[src/rtl/t_toggle_arbiter_pkg.sv]
// rtl/t_toggle_arbiter_pkg.sv - shared FSM state encodings for the toggle arbiter
// Contents: ST_IDLE / ST_GRANT / ST_DONE state codes used by t_toggle_arbiter.
package t_toggle_arbiter_pkg;

    localparam logic [1:0] ST_IDLE  = 2'd0;
    localparam logic [1:0] ST_GRANT = 2'd1;
    localparam logic [1:0] ST_DONE  = 2'd2;

endpackage

[src/rtl/t_ff_cell.sv]
// rtl/t_ff_cell.sv - edge-triggered toggle cell with asynchronous active-low reset
// Ports:
//   clk   in  rising-edge clock
//   rst_n in  asynchronous active-low reset, clears q
//   t     in  toggle enable, sampled on the rising edge
//   q     out cell state
module t_ff_cell (
    input  logic clk,
    input  logic rst_n,
    input  logic t,
    output logic q
);

    always_ff @(posedge clk or negedge rst_n) begin
        if (!rst_n) begin
            q <= 1'b0;
        end else if (t) begin
            q <= ~q;
        end
    end

endmodule

[src/rtl/t_toggle_arbiter.sv]
// rtl/t_toggle_arbiter.sv - round-robin arbiter driving single-cycle toggles into a shared bank
// Ports:
//   clk, rst_n    clock (rising edge) and asynchronous active-low reset
//   freeze        blocks new grants while high (only looked at in IDLE)
//   req           per-requester toggle request, held until its ack
//   req_idx       bit index of requester i at [i*IDXW +: IDXW]
//   ack           one-cycle registered completion pulse, one-hot or zero
//   q             toggle bank state
//   busy          high whenever a transaction is in progress
//   toggle_count  number of toggles actually applied, wraps
//   idx_err       sticky flag for a granted index outside the bank
module t_toggle_arbiter
    import t_toggle_arbiter_pkg::*;
#(
    parameter int NREQ  = 4,
    parameter int NBITS = 8,
    parameter int IDXW  = 3,
    parameter int CNTW  = 8
) (
    input  logic                 clk,
    input  logic                 rst_n,
    input  logic                 freeze,
    input  logic [NREQ-1:0]      req,
    input  logic [NREQ*IDXW-1:0] req_idx,
    output logic [NREQ-1:0]      ack,
    output logic [NBITS-1:0]     q,
    output logic                 busy,
    output logic [CNTW-1:0]      toggle_count,
    output logic                 idx_err
);

    localparam int PW = (NREQ > 1) ? $clog2(NREQ) : 1;

    logic [1:0]      state;
    logic [PW-1:0]   rr_ptr;
    logic [PW-1:0]   win;
    logic [IDXW-1:0] widx;
    logic [PW-1:0]   pick;
    logic [IDXW-1:0] pick_idx;
    logic [PW-1:0]   next_ptr;
    logic            in_range;
    logic [NBITS-1:0] t_vec;

    // First asserted request found when scanning upward from ptr, wrapping at NREQ.
    function automatic logic [PW-1:0] rr_pick(input logic [NREQ-1:0] r, input logic [PW-1:0] p);
        logic [PW-1:0] sel;
        logic          found;
        int            j;
        sel   = '0;
        found = 1'b0;
        for (int k = 0; k < NREQ; k++) begin
            j = (int'(p) + k) % NREQ;
            if (!found && r[j]) begin
                sel   = PW'(j);
                found = 1'b1;
            end
        end
        return sel;
    endfunction

    assign pick     = rr_pick(req, rr_ptr);
    assign pick_idx = req_idx[int'(pick)*IDXW +: IDXW];
    assign next_ptr = PW'((int'(win) + 1) % NREQ);
    assign in_range = (int'(widx) < NBITS);
    assign busy     = (state != ST_IDLE);

    always_ff @(posedge clk or negedge rst_n) begin
        if (!rst_n) begin
            state        <= ST_IDLE;
            rr_ptr       <= '0;
            win          <= '0;
            widx         <= '0;
            ack          <= '0;
            toggle_count <= '0;
            idx_err      <= 1'b0;
        end else begin
            case (state)
                ST_IDLE: begin
                    ack <= '0;
                    if (!freeze && (|req)) begin
                        win   <= pick;
                        widx  <= pick_idx;
                        state <= ST_GRANT;
                    end
                end
                ST_GRANT: begin
                    // The cell flip itself happens in the bank on this same edge via t_vec.
                    ack      <= '0;
                    ack[win] <= 1'b1;
                    rr_ptr   <= next_ptr;
                    if (in_range) begin
                        toggle_count <= toggle_count + CNTW'(1);
                    end else begin
                        idx_err <= 1'b1;
                    end
                    state <= ST_DONE;
                end
                ST_DONE: begin
                    ack   <= '0;
                    state <= ST_IDLE;
                end
                default: begin
                    ack   <= '0;
                    state <= ST_IDLE;
                end
            endcase
        end
    end

    // t_vec is high only during the GRANT cycle, so each cell sees exactly one
    // qualifying edge per grant; an out-of-range index selects no cell.
    for (genvar i = 0; i < NBITS; i++) begin : g_bank
        assign t_vec[i] = (state == ST_GRANT) && in_range && (widx == IDXW'(i));

        t_ff_cell u_cell (
            .clk   (clk),
            .rst_n (rst_n),
            .t     (t_vec[i]),
            .q     (q[i])
        );
    end

endmodule

[config.mk]
export PLATFORM = sky130hd
export DESIGN_NAME = t_toggle_arbiter
export DESIGN_NICKNAME = d
export VERILOG_FILES = /design/src/rtl/t_toggle_arbiter_pkg.sv /design/src/rtl/t_ff_cell.sv /design/src/rtl/t_toggle_arbiter.sv
export SDC_FILE = /design/constraint.sdc
export NUM_CORES = 1
export LEC_CHECK = 0
export BUFFER_PORTS_ARGS = -buffer_cell sky130_fd_sc_hd__buf_4
export CORE_MARGIN = 1
export CORE_UTILIZATION = 25
export CTS_CLUSTER_SIZE = 40
export DETAILED_ROUTE_END_ITERATION = 10
export PLACE_DENSITY = 0.41
export SYNTH_ARGS = -nofsm -noshare
export SYNTH_HDL_FRONTEND = slang
export SYNTH_SLANG_ARGS = --single-unit
[constraint.sdc]
create_clock -name clk -period 2.3 [get_ports clk]
set_input_delay 0.23 -clock clk [delete_from_list [all_inputs] [get_ports clk]]
set_output_delay 0.23 -clock clk [all_outputs]
set_load 0.05 [all_outputs]
# [Yosys cells after proc, flatten, opt, wreduce, memory -nomap -nowiden]
# Index checks and enable logic that the tools add are counted.
[op_classes] n_reduce_logical=25 n_bitwise=11 addsub=5 mul=1 n_eq_ne=9 magnitude_cmp=6 shifts=1 muxes=23
[op_table] op="$logic_and 1x1->1" count=13
[op_table] op="$eq 3x3->1 const B" count=4
[op_table] op="$lt 3x4->1 const B" count=3
[op_table] op="$shiftx 12x5->3" count=1
[op_table] op="$mux 1" count=11
[op_table] op="$mux 2" count=5
[op_table] op="$add 8x1->8 const B" count=1
[op_table] op="$bmux 1 s2" count=4
[op_table] op="$not 1->1" count=8
[op_table] op="$eq 3x2->1 const B" count=2
[op_table] op="$lt 2x3->1 const B" count=2
[op_table] op="$reduce_or 2->1" count=3
[op_table] op="$add 2x1->2 const B" count=2
[op_table] op="$add 2x2->2 const B" count=2
[op_table] op="$logic_not 1->1" count=4
[op_table] op="$mul 2x2->4 const B" count=1
[op_table] op="$mux 4" count=1
[op_table] op="$pmux 2 s2" count=1
[op_table] op="$reduce_or 4->1" count=1
[op_table] op="$and 1x1->1 const A" count=3
[op_table] op="$eq 3x1->1 const B" count=1
[op_table] op="$logic_not 3->1" count=1
[op_table] op="$demux 1 s2" count=1
[op_table] op="$eq 2x1->1 const B" count=1
[op_table] op="5 further kinds" count=5
[totals] wordCells=95 output_inout_bits=22 reg_bits=29

# [Depth between registers and ports, before layout]
[depth] word_depth=16 mapped_depth=6 mapped_depth_nobuf=5

# [Cells and area by module]
# Synthesis repeated with hierarchy kept, for this count alone.
[unflattened] hier_cells=130 hier_area_um2=1408.9
[by_module_without_submodules] module="t_toggle_arbiter" n_inst=1 cells_each=114 seq_area_each_um2=525.5 area_per_inst_um2=1138.6
[by_module_without_submodules] module="t_ff_cell" n_inst=8 cells_each=2 seq_area_each_um2=25.0 area_per_inst_um2=33.8

# [Worst setup path after synthesis]
# No wires, ideal clock.
[synth_path] kind="register to register" from="reg state[0]" to="reg widx[0]" slack_ns=0.472 path_stages_with_launch=6 setup_time_ns=0.124 arrival_time_ns=1.704 path_cell_list="dfrtp_1 or2_1 or3_1 buf_2 buf_6 a211o_1"
[synth_via] elab_chain_len=2
[synth_lines] element="from (decl)" line_no="t_toggle_arbiter.sv:34" rtl="logic [1:0] state;"
[synth_lines] element="from (signal assigned)" line_no="t_toggle_arbiter.sv:69" rtl="state <= ST_IDLE;"
[synth_lines] element="from (signal assigned)" line_no="t_toggle_arbiter.sv:83" rtl="state <= ST_GRANT;"
[synth_lines] element="from (signal assigned)" line_no="t_toggle_arbiter.sv:96" rtl="state <= ST_DONE;"
[synth_lines] element="$logic_not 2->1" line_no="t_toggle_arbiter.sv:77" rtl="case (state)"
[synth_lines] element="$reduce_and 2->1 (no source line)"
[synth_lines] element="to (signal assigned)" line_no="t_toggle_arbiter.sv:82" rtl="widx <= pick_idx;"
[synth_lines] element="to (decl)" line_no="t_toggle_arbiter.sv:37" rtl="logic [IDXW-1:0] widx;"
# No other way between the ends.
# A chain may end at the register's enable or synchronous reset.

# [Worst setup path after layout]
[layout_path] from="reg rr_ptr[1]" to="reg widx[1]"
[layout_via] elab_chain_len=14 word_cells_on_any_way=29 classes_between="add/sub: 3; mul: 1; shift: 1; mux: 18; reduce/logical: 6"
[layout_lines] element="from (decl)" line_no="t_toggle_arbiter.sv:35" rtl="logic [PW-1:0] rr_ptr;"
[layout_lines] element="from (signal assigned)" line_no="t_toggle_arbiter.sv:90" rtl="rr_ptr <= next_ptr;"
[layout_lines] element="$add 2x1->2 / $bmux 1 s2 (equally long branches)" line_no="t_toggle_arbiter.sv:52, t_toggle_arbiter.sv:53"
[layout_lines] element="$bmux 1 s2 / $mux 1 (equally long branches)" line_no="t_toggle_arbiter.sv:53" rtl="if (!found && r[j]) begin"
[layout_lines] element="$mux 1 (not written as such)" line_no="t_toggle_arbiter.sv:53"
[layout_lines] element="$mux 1 (not written as such) / $logic_not 1->1 (equally long branches)" line_no="t_toggle_arbiter.sv:53"
[layout_lines] element="$logic_and 1x1->1" line_no="t_toggle_arbiter.sv:53"
[layout_lines] element="$mux 1" line_no="t_toggle_arbiter.sv:53"
[layout_lines] element="$logic_not 1->1" line_no="t_toggle_arbiter.sv:53"
[layout_lines] element="$logic_and 1x1->1" line_no="t_toggle_arbiter.sv:53"
[layout_lines] element="$mux 1" line_no="t_toggle_arbiter.sv:53"
[layout_lines] element="$logic_not 1->1" line_no="t_toggle_arbiter.sv:53"
[layout_lines] element="$logic_and 1x1->1" line_no="t_toggle_arbiter.sv:53"
[layout_lines] element="$mux 2 (*)" line_no="t_toggle_arbiter.sv:53"
[layout_lines] element="$mul 2x2->4 (*)" line_no="t_toggle_arbiter.sv:62" rtl="assign pick_idx = req_idx[int'(pick)*IDXW +: IDXW];"
[layout_lines] element="$shiftx 12x5->3 (*)" line_no="t_toggle_arbiter.sv:62"
# Every way passes the cells marked *; elsewhere a longest branch is shown, timed or not. The select of a mux whose other input is x is not followed.

==> metrics.md <==
| Metric | Value |
|---|---|
| Area share of fa/ha/maj cells after synthesis | 0.0431 |
| FF-to-FF Start | rr_ptr[1]$_DFFE_PN0P_ |
| Worst hold path class | input pin to flop |
| Antenna cell count | 0 |
| Slew Limit Fails | 0 |
| Synth Cell Area | 1450 um^2 |
| Critical Path AT | 1980 ps |
| WL/cell | 11.7 um |
| Post-route DRC | 0 |
| Synth Area in Compound Gates | 0.0759 |
| Vias in the first global route | 995 |
| Worst-path cell with the longest stage delay | dfrtp_1 |
| # fillers | 593 |
| RSZ-0062 raised after global routing | no |
| Seq cells post-synth | 29 |
| Overall global routing resource usage | 0.103 |
| HPWL Detailed | 2.07 mm |
| Setup violators final | 0 |
| TNS Setup | 0 ps |
| CTS tree | built |
| Startpoint Class | flop |
| Ys Warns | 0 |
| Final hold violations | 0 |
| Worst-path cell chain | mux2_4 > o221ai_4 > mux2i_1 > nor3_1 > a211o_1 |
| Largest family of logic cells by synthesized area | simple AND/OR/NAND/NOR gates |
| Buffers on Ports | 39 |
| I/O pin total | 41 |
| Worst-path clk slew | 60 ps |
| TritonCTS buffer count | 5 |
| Antenna-violating nets left | 0 |
| XOR/XNOR Fraction of Synth Area | 0.0905 |
| Outcome | finished clean |
| DR iter-0 viols | 12 |
| Final Cycle Share | 0.791 |
| First-pass GRT wire length | 4.73 mm |
| 1st-pass router iterations | 4 |
| Num rows | 27 |
| Final Core Density | 0.334 |
| Area growth syn-to-layout | 27.5% |
| Ranking of synthesized cells by area | dfrtp_1, xnor2_1, buf_4 |
| Syn nets | 151 |
| H-tree Lvls | 2 |
| Largest area contributor in the netlist | dfrtp_1 |
| Bufs on Longest Clock Path | 2 |
| Worst Path Max Fanout | 7 |
| Clock Skew | 7.58 ps |
| GPL Wtd Cong | 0.760 |
| Required time of the worst setup path | 2470 ps |
| Die Width | 78.2 um |
| Placed cell count | 227 |
| Max Cap Viol | 0 |
| Die Area | 6110 um^2 |
| Max incr delay on CP | 460 ps |
| Initial Utilization | 0.262 |
| Post-CTS Resized | 0 |
| Post-synth top area share | 0.500 |
| Via-to-Cell Ratio | 4.21 |
| Root Buffer | clkbuf_8 |
| Setup slack, reg-to-reg | 480 ps |
| Post-Synth Simple-Gate Area | 0.145 |
| Layout cells sized above 1 | 0.329 |
| Critical path origin | rr_ptr[1]$_DFFE_PN0P_ |
| CP top delay family | compound AO/OA/AOI/OAI gates |
| Finished Layout Cells | 236 |
| PD cells | 1320 nW/um^2 |
| Worst setup EP type | flop |
| GRT overflow | 0 |
| Clk sinks | 29 |
| Lkg Pwr | 0.890 nW |
| Largest net degree at the start of global routing | 30 |
| VDD IR max | 0.607 mV |
| Core Area | 5540 um^2 |
| Mux share of post-synthesis cell area | 0.0672 |
| Initial antenna violation count | 0 |
| Distinct cells, synth | 37 |
| Register area share after synthesis | 0.500 |
| Routed vias | 993 |
| Critical path class | flop to flop |
| Maximum clock frequency | 550 MHz |
| Min-delay src | req_idx[9] |
| Clock Latency Late Sink | 280 ps |
| Die Y | 78.2 um |
| Post-layout min period | 1820 ps |
| NumNets Final | 187 |
| Syn_area_per_cell | 11.4 um^2 |
| Syn Inst Count | 127 |
| Detailed Route WL | 2.75 mm |
| CP bufs+invs | 0 |
## placed cells by master, fill, tap and decap left out, types with 2 or more instances in the layout
cell / netlist / layout
buf_4: 9 / 41
dfrtp_1: 29 / 29
xnor2_1: 12 / 12
mux2i_1: 6 / 6
nor3_1: 6 / 6
inv_1: 5 / 5
nand2_1: 5 / 5
nand3_1: 5 / 5
ha_1: 5 / 5
clkbuf_8: 0 / 5
and2_1: 4 / 4
xor2_1: 3 / 3
nand4_1: 3 / 3
a21oi_1: 3 / 3
a211o_1: 3 / 3
nor2b_1: 2 / 2
nand3b_1: 2 / 2
nor3b_1: 2 / 2
mux2_2: 2 / 2
nor2_1: 2 / 2
o21ai_1: 2 / 2
clkinv_2: 0 / 2
## cells in the mapped netlist
cell      count
a211o_1       3
a21boi_1      1
a21o_2        1
a21oi_1       3
and2_1        4
and3_1        1
and4_1        1
buf_1         1
buf_2         1
buf_4         9
buf_6         1
clkbuf_1      1
conb_1        1
dfrtp_1      29
ha_1          5
inv_1         5
mux2_2        2
mux2_4        1
mux2i_1       6
nand2_1       5
nand3_1       5
nand3b_1      2
nand4_1       3
nor2_1        2
nor2b_1       2
nor3_1        6
nor3b_1       2
nor4_1        1
o21ai_1       2
o221ai_4      1
o22a_2        1
o22ai_1       1
or2_1         1
or3_1         1
or3b_1        1
xnor2_1      12
xor2_1        3
## worst register-to-register path, cell delays in order, from the launching register on
cell and delay, ps:
dfrtp_1 460, mux2_4 340, o221ai_4 330, mux2i_1 250, nor3_1 60, a211o_1 270
## timing repair
action                                  CTS  global route
buffers inserted                          0             0
endpoints found under the setup margin    0             0
hold endpoints to repair                 29             0
hold buffers                              1             0
## metal layers
layer  share of wire  vias up  routed length (um)  GRT usage
li1                -      498                   -          -
met1            0.46      448                1270      0.120
met2            0.46       42                1250      0.162
met3           0.064        5                 176     0.0360
met4           0.020        0                  56     0.0630
met5               0        -                   0          0
## per-stage QoR
step	worst slack (ps)	power [mW]	hold WS (ps)	area, um^2
3_3_place_gp	547	2.07	181	1760
4_1_cts	490	2.49	357	1850
2_1_floorplan	472	1.82	-65.6	1450
3_5_place_dp	489	2.08	183	1760
5_1_grt	385	2.61	411	1850
6_report	481	2.45	373	1850
## where the power goes
group | switching (mW) | internal, mW
combinational | 0.715 | 0.426
sequential | 0.215 | 0.701
clock | 0.184 | 0.209
total | 1.11 | 1.34
## final timing paths
path / endpoint / depth (start not counted)
max in group asynchronous: toggle_count[0]$_DFFE_PN0P_ / 2
hold reg to reg: g_bank[2].u_cell.q$_DFFE_PN0P_ / 1
min in group asynchronous: toggle_count[7]$_DFFE_PN0P_ / 2
setup reg to reg: widx[1]$_DFFE_PN0P_ / 5
hold / removal: widx[0]$_DFFE_PN0P_ / 4
setup / recovery: widx[1]$_DFFE_PN0P_ / 5
## final cells by class
type | count | area [um^2] | area share
Clock buffer | 6 | 72.6 | 0.0392
Clock inverter | 2 | 10.0 | 0.00541
Inverter | 5 | 18.8 | 0.0101
Multi-Input combinational cell | 80 | 616 | 0.333
Sequential cell | 29 | 726 | 0.392
Tap cell | 72 | 90.1 | 0.0487
Timing Repair Buffer | 42 | 318 | 0.172
## registers in the layout (all words and copies together), names as in the netlist
signal	flops
state	2
toggle_count	8
widx	3
g_bank.u_cell.q	8
win	2
rr_ptr	2
ack	4
## cell families (layout without fill, tap and decap cells)
logic type / after synthesis / after routing
XOR/XNOR: 15 / 15
multiplexers: 9 / 9
flip-flops: 29 / 29
buffers and inverters: 18 / 55
other: 1 / 1
AND/OR/NAND/NOR: 37 / 37
adder cells (fa/ha/maj): 5 / 5
AO/OA/AOI/OAI: 13 / 13
Note: power is estimated with default switching activity, not from simulation.
